[config.mk]
export PLATFORM = sky130hd
export DESIGN_NAME = fpga_boot_sequencer
export DESIGN_NICKNAME = d
export VERILOG_FILES = /design/src/rtl/fpga_boot_sequencer.sv
export SDC_FILE = /design/constraint.sdc
export NUM_CORES = 1
export LEC_CHECK = 0
export ABC_AREA = 1
export ABC_CLOCK_PERIOD_IN_PS = 6300
export CAP_MARGIN = 20
export CORE_MARGIN = 1.5
export CORE_UTILIZATION = 50
export CTS_CLUSTER_SIZE = 8
export DETAILED_ROUTE_END_ITERATION = 10
export GPL_ROUTABILITY_DRIVEN = 0
export PLACE_DENSITY = 0.76
export SLEW_MARGIN = 20
export SYNTH_ARGS = -nofsm -noshare
export SYNTH_HDL_FRONTEND = slang
export SYNTH_SLANG_ARGS = --single-unit
[constraint.sdc]
create_clock -name clk_i -period 6.3 [get_ports clk_i]
set_clock_uncertainty 0.15 [all_clocks]
set_input_delay 1.89 -clock clk_i [delete_from_list [all_inputs] [get_ports clk_i]]
set_output_delay 1.89 -clock clk_i [all_outputs]
set_load 0.02 [all_outputs]
[src/rtl/fpga_boot_sequencer.sv]
// fpga_boot_sequencer
//
// Power-on / reset sequencer for the FPGA top level. It sits between the clock wizard, the board
// reset, the boot strap pads and x_heep_system.
//
// Sequence:
//  - Wait for a stable PLL lock.
//  - Latch the debounced boot straps.
//  - Hold the MCU in reset for a fixed window, then release it.
//  - Capture the program exit code and show pass/fail on a status LED.
//  - The program can be re-run from DONE without reprogramming the FPGA.
//
// Ports:
//   clk_i                 system clock (clock wizard output)
//   rst_ni                synchronous active-low reset
//   pll_locked_i          clock wizard lock, asynchronous
//   boot_select_i         raw strap pad, asynchronous
//   execute_from_flash_i  raw strap pad, asynchronous
//   exit_valid_i          MCU exit strobe (clk_i domain)
//   exit_value_i          MCU exit value
//   rerun_i               single-cycle program restart request (honoured in DONE only)
//   mcu_rst_no            active-low MCU reset, high only in RUN/DONE
//   boot_select_o         latched boot_select strap
//   execute_from_flash_o  latched execute_from_flash strap
//   exit_done_o           exit code captured
//   exit_code_o           captured exit value
//   state_o               current state encoding
//   status_led_o          status LED

module fpga_boot_sequencer #(
   parameter int unsigned SYNC_STAGES        = 2,
   parameter int unsigned LOCK_STABLE_CYCLES = 256,
   parameter int unsigned DEBOUNCE_CYCLES    = 1024,
   parameter int unsigned RESET_HOLD_CYCLES  = 64,
   parameter int unsigned BLINK_CYCLES       = 2**24
) (
   input  logic        clk_i,
   input  logic        rst_ni,
   input  logic        pll_locked_i,
   input  logic        boot_select_i,
   input  logic        execute_from_flash_i,
   input  logic        exit_valid_i,
   input  logic [31:0] exit_value_i,
   input  logic        rerun_i,
   output logic        mcu_rst_no,
   output logic        boot_select_o,
   output logic        execute_from_flash_o,
   output logic        exit_done_o,
   output logic [31:0] exit_code_o,
   output logic [2:0]  state_o,
   output logic        status_led_o
);

   // One shared phase counter covers both LOCK_STABLE and HOLD_RESET.
   localparam int unsigned CNT_MAX    = (LOCK_STABLE_CYCLES > RESET_HOLD_CYCLES) ?
                                        LOCK_STABLE_CYCLES : RESET_HOLD_CYCLES;
   localparam int unsigned CNT_W      = $clog2(CNT_MAX) + 1;
   localparam int unsigned DEB_W      = $clog2(DEBOUNCE_CYCLES) + 1;
   localparam int unsigned BLINK_W    = $clog2(BLINK_CYCLES) + 1;
   localparam int unsigned FAST_BLINK = BLINK_CYCLES / 4;

   typedef enum logic [2:0] {
      StWaitLock    = 3'd0,
      StLockStable  = 3'd1,
      StStrapSample = 3'd2,
      StHoldReset   = 3'd3,
      StRun         = 3'd4,
      StDone        = 3'd5
   } state_e;

   // ---------------------------------------------------------------------------------------
   // Input synchronizers
   // ---------------------------------------------------------------------------------------
   logic [SYNC_STAGES-1:0] lock_sync_q;
   logic [SYNC_STAGES-1:0] bs_sync_q;
   logic [SYNC_STAGES-1:0] eff_sync_q;
   logic                   locked_s;
   logic [1:0]             strap_s;   // [0] boot_select, [1] execute_from_flash

   always_ff @(posedge clk_i) begin
      if (!rst_ni) begin
         lock_sync_q <= '0;
         bs_sync_q   <= '0;
         eff_sync_q  <= '0;
      end else begin
         lock_sync_q <= {lock_sync_q[SYNC_STAGES-2:0], pll_locked_i};
         bs_sync_q   <= {bs_sync_q[SYNC_STAGES-2:0], boot_select_i};
         eff_sync_q  <= {eff_sync_q[SYNC_STAGES-2:0], execute_from_flash_i};
      end
   end

   assign locked_s = lock_sync_q[SYNC_STAGES-1];
   assign strap_s  = {eff_sync_q[SYNC_STAGES-1], bs_sync_q[SYNC_STAGES-1]};

   // ---------------------------------------------------------------------------------------
   // Strap debouncers
   // The debounced value follows the synchronized one only after they have disagreed for
   // DEBOUNCE_CYCLES consecutive cycles. Any agreement restarts the count.
   // ---------------------------------------------------------------------------------------
   logic [1:0]       deb_q, deb_d;
   logic [DEB_W-1:0] deb_cnt_q [2];
   logic [DEB_W-1:0] deb_cnt_d [2];

   always_comb begin
      deb_d = deb_q;
      for (int i = 0; i < 2; i++) begin
         deb_cnt_d[i] = '0;
         if (strap_s[i] != deb_q[i]) begin
            if (deb_cnt_q[i] == DEB_W'(DEBOUNCE_CYCLES - 1)) begin
               deb_d[i] = strap_s[i];
            end else begin
               deb_cnt_d[i] = deb_cnt_q[i] + DEB_W'(1);
            end
         end
      end
   end

   always_ff @(posedge clk_i) begin
      if (!rst_ni) begin
         deb_q <= '0;
         for (int i = 0; i < 2; i++) begin
            deb_cnt_q[i] <= '0;
         end
      end else begin
         deb_q <= deb_d;
         for (int i = 0; i < 2; i++) begin
            deb_cnt_q[i] <= deb_cnt_d[i];
         end
      end
   end

   // ---------------------------------------------------------------------------------------
   // Sequencer FSM
   // ---------------------------------------------------------------------------------------
   state_e             state_q, state_d;
   logic [CNT_W-1:0]   cnt_q, cnt_d;
   logic               exit_done_q, exit_done_d;
   logic [31:0]        exit_code_q, exit_code_d;
   logic               bs_q, bs_d;
   logic               eff_q, eff_d;

   always_comb begin
      state_d     = state_q;
      cnt_d       = cnt_q;
      exit_done_d = exit_done_q;
      exit_code_d = exit_code_q;
      bs_d        = bs_q;
      eff_d       = eff_q;

      // Lock loss wins over every other event. The latched straps are kept.
      if ((state_q != StWaitLock) && !locked_s) begin
         state_d     = StWaitLock;
         cnt_d       = '0;
         exit_done_d = 1'b0;
         exit_code_d = '0;
      end else begin
         case (state_q)
            StWaitLock: begin
               if (locked_s) begin
                  state_d = StLockStable;
                  cnt_d   = '0;
               end
            end
            StLockStable: begin
               if (cnt_q == CNT_W'(LOCK_STABLE_CYCLES - 1)) begin
                  state_d = StStrapSample;
                  cnt_d   = '0;
               end else begin
                  cnt_d = cnt_q + CNT_W'(1);
               end
            end
            StStrapSample: begin
               bs_d    = deb_q[0];
               eff_d   = deb_q[1];
               state_d = StHoldReset;
               cnt_d   = '0;
            end
            StHoldReset: begin
               if (cnt_q == CNT_W'(RESET_HOLD_CYCLES - 1)) begin
                  state_d = StRun;
                  cnt_d   = '0;
               end else begin
                  cnt_d = cnt_q + CNT_W'(1);
               end
            end
            StRun: begin
               if (exit_valid_i) begin
                  exit_code_d = exit_value_i;
                  exit_done_d = 1'b1;
                  state_d     = StDone;
               end
            end
            StDone: begin
               if (rerun_i) begin
                  exit_code_d = '0;
                  exit_done_d = 1'b0;
                  state_d     = StStrapSample;
               end
            end
            default: begin
               // Encodings 6-7 are unreachable; recover through WAIT_LOCK.
               state_d = StWaitLock;
               cnt_d   = '0;
            end
         endcase
      end
   end

   // ---------------------------------------------------------------------------------------
   // Registered output decode
   // Both mcu_rst_no and the LED are computed from state_d. This makes them change on the
   // same edge as the state register.
   // ---------------------------------------------------------------------------------------
   logic               mcu_rst_q, mcu_rst_d;
   logic               led_q, led_d;
   logic [BLINK_W-1:0] blink_cnt_q, blink_cnt_d;

   always_comb begin
      mcu_rst_d   = (state_d == StRun) || (state_d == StDone);
      led_d       = 1'b0;
      blink_cnt_d = '0;

      if (state_d != state_q) begin
         // RUN starts dark; DONE starts lit for both pass and fail.
         led_d = (state_d == StDone);
      end else if (state_q == StRun) begin
         if (blink_cnt_q == BLINK_W'(BLINK_CYCLES - 1)) begin
            led_d = ~led_q;
         end else begin
            led_d       = led_q;
            blink_cnt_d = blink_cnt_q + BLINK_W'(1);
         end
      end else if (state_q == StDone) begin
         if (exit_code_q == '0) begin
            led_d = 1'b1;
         end else if (blink_cnt_q == BLINK_W'(FAST_BLINK - 1)) begin
            led_d = ~led_q;
         end else begin
            led_d       = led_q;
            blink_cnt_d = blink_cnt_q + BLINK_W'(1);
         end
      end
   end

   always_ff @(posedge clk_i) begin
      if (!rst_ni) begin
         state_q     <= StWaitLock;
         cnt_q       <= '0;
         exit_done_q <= 1'b0;
         exit_code_q <= '0;
         bs_q        <= 1'b0;
         eff_q       <= 1'b0;
         mcu_rst_q   <= 1'b0;
         led_q       <= 1'b0;
         blink_cnt_q <= '0;
      end else begin
         state_q     <= state_d;
         cnt_q       <= cnt_d;
         exit_done_q <= exit_done_d;
         exit_code_q <= exit_code_d;
         bs_q        <= bs_d;
         eff_q       <= eff_d;
         mcu_rst_q   <= mcu_rst_d;
         led_q       <= led_d;
         blink_cnt_q <= blink_cnt_d;
      end
   end

   assign mcu_rst_no           = mcu_rst_q;
   assign boot_select_o        = bs_q;
   assign execute_from_flash_o = eff_q;
   assign exit_done_o          = exit_done_q;
   assign exit_code_o          = exit_code_q;
   assign state_o              = state_q;
   assign status_led_o         = led_q;

endmodule

==> Flow_metrics.wiki <==
{| class="wikitable"
! Metric !! Value
|-
| Outcome || complete, no violations
|-
| Post CTS Setup Buffer Count || 0
|-
| Synth Register Bits || 104
|-
| Routed wire length per instance || between 10 and 15 µm
|-
| Synth warn || 0
|-
| Critical path required time || between 6 and 7 ns
|-
| Yosys cell types || 39
|-
| Worst hold-check path type || reg -> reg
|-
| Via count || roughly 4300
|-
| R2r worst-path depth || 8
|-
| Level count of the clock H-tree || 3
|-
| RSZ-0062 raised after global routing || no
|-
| Full die area || roughly 10000 µm²
|-
| Core outline area || just over 9000 µm²
|-
| Asr flop ratio synth || 0
|-
| Part of the Yosys area used for sequential elements || 0.432
|-
| Kind of start point of the critical path || primary input
|-
| Number of gates resized after cts || 0
|-
| Fraction of the cycle the final worst path needs || 0.690
|-
| Global routing met3 resource utilization || 0.0594
|-
| Layout cells sized above 1 || 0.0890
|-
| Cell Pwr Density || around 200 nW/µm²
|-
| Critical path fanouts, max || 34
|-
| Worst setup EP type || flop
|-
| Maximum clock path buffer count || 2
|-
| Cell breakdown of the critical path || clkdlybuf4s50_1 > nand4_2 > nand2_1 > inv_1 > nand3_1 > nand3_1 > nand2_1 > nand4_4 > nor3_1
|-
| Most frequently used cell type in the post-synthesis netlist || sky130_fd_sc_hd__dfxtp_1
|-
| Minimum hold slack || 0.274 ns
|-
| Num CTS Buffers || 9
|-
| Worst path top cell family by delay || simple AND/OR/NAND/NOR gates
|-
| Crit path buf inv count || 2
|-
| I/O pin count || 79
|-
| Number of hold buffers added after cts || 0
|-
| Post-synthesis net count || between 600 and 700
|-
| Cell type with the highest aggregate area in the netlist || sky130_fd_sc_hd__dfxtp_1
|-
| Count of input and output buffers || a little under 80
|-
| Largest net degree at the start of global routing || 35
|-
| Achievable clock frequency || approximately 230 MHz
|-
| Starting DRT DRC Count || ~180
|-
| Wire length of the first global-routing pass || roughly 18000 µm
|-
| Placed instance area || ~5600 µm²
|-
| Area share of the largest cell type after synthesis || 0.432
|-
| Worst skew pair latency || about 0.38 ns
|-
| CP peak stage delay || 0.73 ns
|-
| Tightest Pin Transition || around 1 ns
|-
| CTS clock-pin slew for the worst setup and hold paths || around 0.11 ns
|-
| Clock Tree Root || sky130_fd_sc_hd__clkbuf_8
|-
| Global-route track usage on met1 || 0.252
|-
| Top Usage Layer GRT || met2
|-
| Effective utilization at floorplan || 0.520
|-
| Iteration count of the initial detailed-routing pass || 5
|-
| Number of nets still failing antenna checks after routing || 0
|-
| Critical R2R Capture || blink_cnt_q[0]
|-
| Antenna diode count || 0
|-
| Mean cell area of the mapped netlist || between 7 and 8 µm²
|-
| Synth Instances || 625
|-
| Remaining DRCs || 0
|-
| Final worst setup slack || roughly 2.0 ns
|-
| Floorplan row count || 35
|-
| Area grow syn2layout || 21.6%
|-
| Post-synth top flop || sky130_fd_sc_hd__dfxtp_1
|-
| Count of endpoints failing hold in the final timing report || 0
|-
| Horizontal die dimension || slightly above 100 µm
|-
| Leakage power of the design || between 2 and 2.5 nW
|-
| Endpoint of the worst setup timing path || blink_cnt_q[0]
|-
| Worst ir drop on vdd || 0.000159 V
|-
| Ranking of synthesized cells by area || sky130_fd_sc_hd__dfxtp_1 43%, sky130_fd_sc_hd__nand3_1 10%, sky130_fd_sc_hd__nand2_1 6.8%, sky130_fd_sc_hd__nor2_1 6.5%, sky130_fd_sc_hd__inv_1 4.4%
|-
| Max-cap check violation count || 0
|-
| Most numerous cell types in the synthesized netlist || 104 x sky130_fd_sc_hd__dfxtp_1, 96 x sky130_fd_sc_hd__nand3_1, 87 x sky130_fd_sc_hd__nand2_1
|-
| Vert. Die Dim || just over 100 µm
|-
| Fraction of met2 tracks used by global routing || 0.379
|-
| RR Startpoint || state_o[0]
|-
| Global-route total usage across every layer || 0.215
|-
| Via-per-instance ratio || roughly 5.2
|-
| Pre-CTS setup slack || roughly 1.6 ns
|-
| Via count of the first global-routing pass || 4096
|-
| Finish-stage setup viols || 0
|-
| Minimum period implied by the final worst setup slack || between 4 and 5 ns
|-
| Routed wire length || approximately 10000 µm
|-
| Fin. max-slew vios || 0
|-
| Worst path slowest cell || sky130_fd_sc_hd__nand4_2
|-
| # clock sinks || 104
|-
| Number of enable flip-flop cells after synthesis || 0
|-
| Count of nets after finishing || between 700 and 800
|-
| Worst setup path startpoint || rerun_i
|-
| Initial antenna violation count || 0
|-
| Detailed Place HPWL || between 7000 and 8000 µm
|-
| Grt ovf || 0
|-
| Setup slack on the worst flop-to-flop path || 3.16 ns
|-
| Slew Limit Headroom || 0.321
|-
| Post-route cell area || between 5000 and 6000 µm²
|-
| Startpoint-to-endpoint class of the critical path || in -> reg
|-
| Cell Area, Synth || between 4000 and 5000 µm²
|-
| Data arrival, critical path || about 4.5 ns
|-
| CTS tree || done
|-
| Total number of cells along the worst setup path || 9
|-
| Setup tns final || 0 ns
|}
[cells by family (layout without fill, tap and decap cells)]
| group | after synthesis | count (layout) | synth area share |
|---|---|---|---|
| simple gates | 340 | 340 | 0.355 |
| xor+xnor | 28 | 28 | 0.0508 |
| compound gates | 63 | 63 | 0.0721 |
| flops | 104 | 104 | 0.432 |
| buf+inv | 84 | 156 | 0.0752 |
| fa+ha+maj | 6 | 6 | 0.0156 |
[per-layer routing]
metal  part of all wire  up-vias
met4              0.020        0
met1               0.43     1953
met3              0.043       20
met5                  0        -
li1                   -     2203
met2               0.51       95
[metrics by stage]
step / utilization / power, mW / std cells
after CTS: 0.632 / 1.19 / 826
after detailed placement: 0.608 / 0.744 / 810
after global routing: 0.632 / 1.22 / 826
after global placement: 0.608 / 0.743 / 810
after floorplan: - / 0.714 / 625
final: 0.632 / 1.18 / 826
[how the worst min path moves through the flow]
stage	from	endpoint	slack, ns	cells past startpoint
2_1_floorplan	bs_sync_q[0]	bs_sync_q[1]	0.24	2
3_3_place_gp	eff_sync_q[0]	eff_sync_q[1]	0.25	2
3_5_place_dp	lock_sync_q[0]	lock_sync_q[1]	0.25	2
4_1_cts	lock_sync_q[0]	lock_sync_q[1]	0.28	2
5_1_grt	lock_sync_q[0]	lock_sync_q[1]	0.29	2
6_report	lock_sync_q[0]	lock_sync_q[1]	0.27	2
[worst register-to-register path, cell delays in order, from the launching register on]
cell                      delay (ns)
sky130_fd_sc_hd__dfxtp_1        0.69
sky130_fd_sc_hd__nand4_2        0.86
sky130_fd_sc_hd__nand2_1        0.27
sky130_fd_sc_hd__inv_1          0.07
sky130_fd_sc_hd__nand3_1        0.10
sky130_fd_sc_hd__nand3_1        0.07
sky130_fd_sc_hd__nand2_1        0.14
sky130_fd_sc_hd__nand4_4        0.43
sky130_fd_sc_hd__nor3_1         0.29
[state kept, by name, summed over array words and instances (netlist names)]
signal                count
exit_code_o              32
blink_cnt_q              25
deb_cnt_q                22
cnt_q                     9
state_o                   3
bs_sync_q                 2
deb_q                     2
eff_sync_q                2
lock_sync_q               2
boot_select_o             1
execute_from_flash_o      1
exit_done_o               1
mcu_rst_no                1
status_led_o              1
[cells in the final DEF (no fill, tap or decap), types with 3 or more instances in the layout]
| cell | instances |
|---|---|
| sky130_fd_sc_hd__o211ai_1 | 3 |
| sky130_fd_sc_hd__xnor2_1 | 9 |
| sky130_fd_sc_hd__clkbuf_8 | 10 |
| sky130_fd_sc_hd__inv_1 | 57 |
| sky130_fd_sc_hd__xor2_1 | 19 |
| sky130_fd_sc_hd__nor3_1 | 15 |
| sky130_fd_sc_hd__dfxtp_1 | 104 |
| sky130_fd_sc_hd__clkdlybuf4s50_1 | 78 |
| sky130_fd_sc_hd__ha_1 | 6 |
| sky130_fd_sc_hd__o21ai_0 | 8 |
| sky130_fd_sc_hd__nor2_1 | 83 |
| sky130_fd_sc_hd__nand3_1 | 96 |
| sky130_fd_sc_hd__a21oi_1 | 42 |
| sky130_fd_sc_hd__nand4_1 | 11 |
| sky130_fd_sc_hd__inv_2 | 3 |
| sky130_fd_sc_hd__nor3_2 | 20 |
| sky130_fd_sc_hd__nand3_2 | 4 |
| sky130_fd_sc_hd__nand2_1 | 87 |
| sky130_fd_sc_hd__nor3b_1 | 6 |
| sky130_fd_sc_hd__nor2_2 | 5 |
| sky130_fd_sc_hd__nand2_2 | 3 |
[where the power goes]
part | internal [mW] | switching (mW)
Combinational | 0.0294 | 0.0356
Sequential | 0.660 | 0.00345
Clock | 0.205 | 0.244
[area by class of cell]
cell class	count	area, µm²
Clock buffer	10	138
Clock inverter	6	85.1
Fill cell	859	3420
Inverter	60	225
Multi-Input combinational cell	437	2380
Sequential cell	104	2080
Tap cell	129	161
Timing Repair Buffer	80	796
Note: power is estimated with default switching activity, not from simulation.
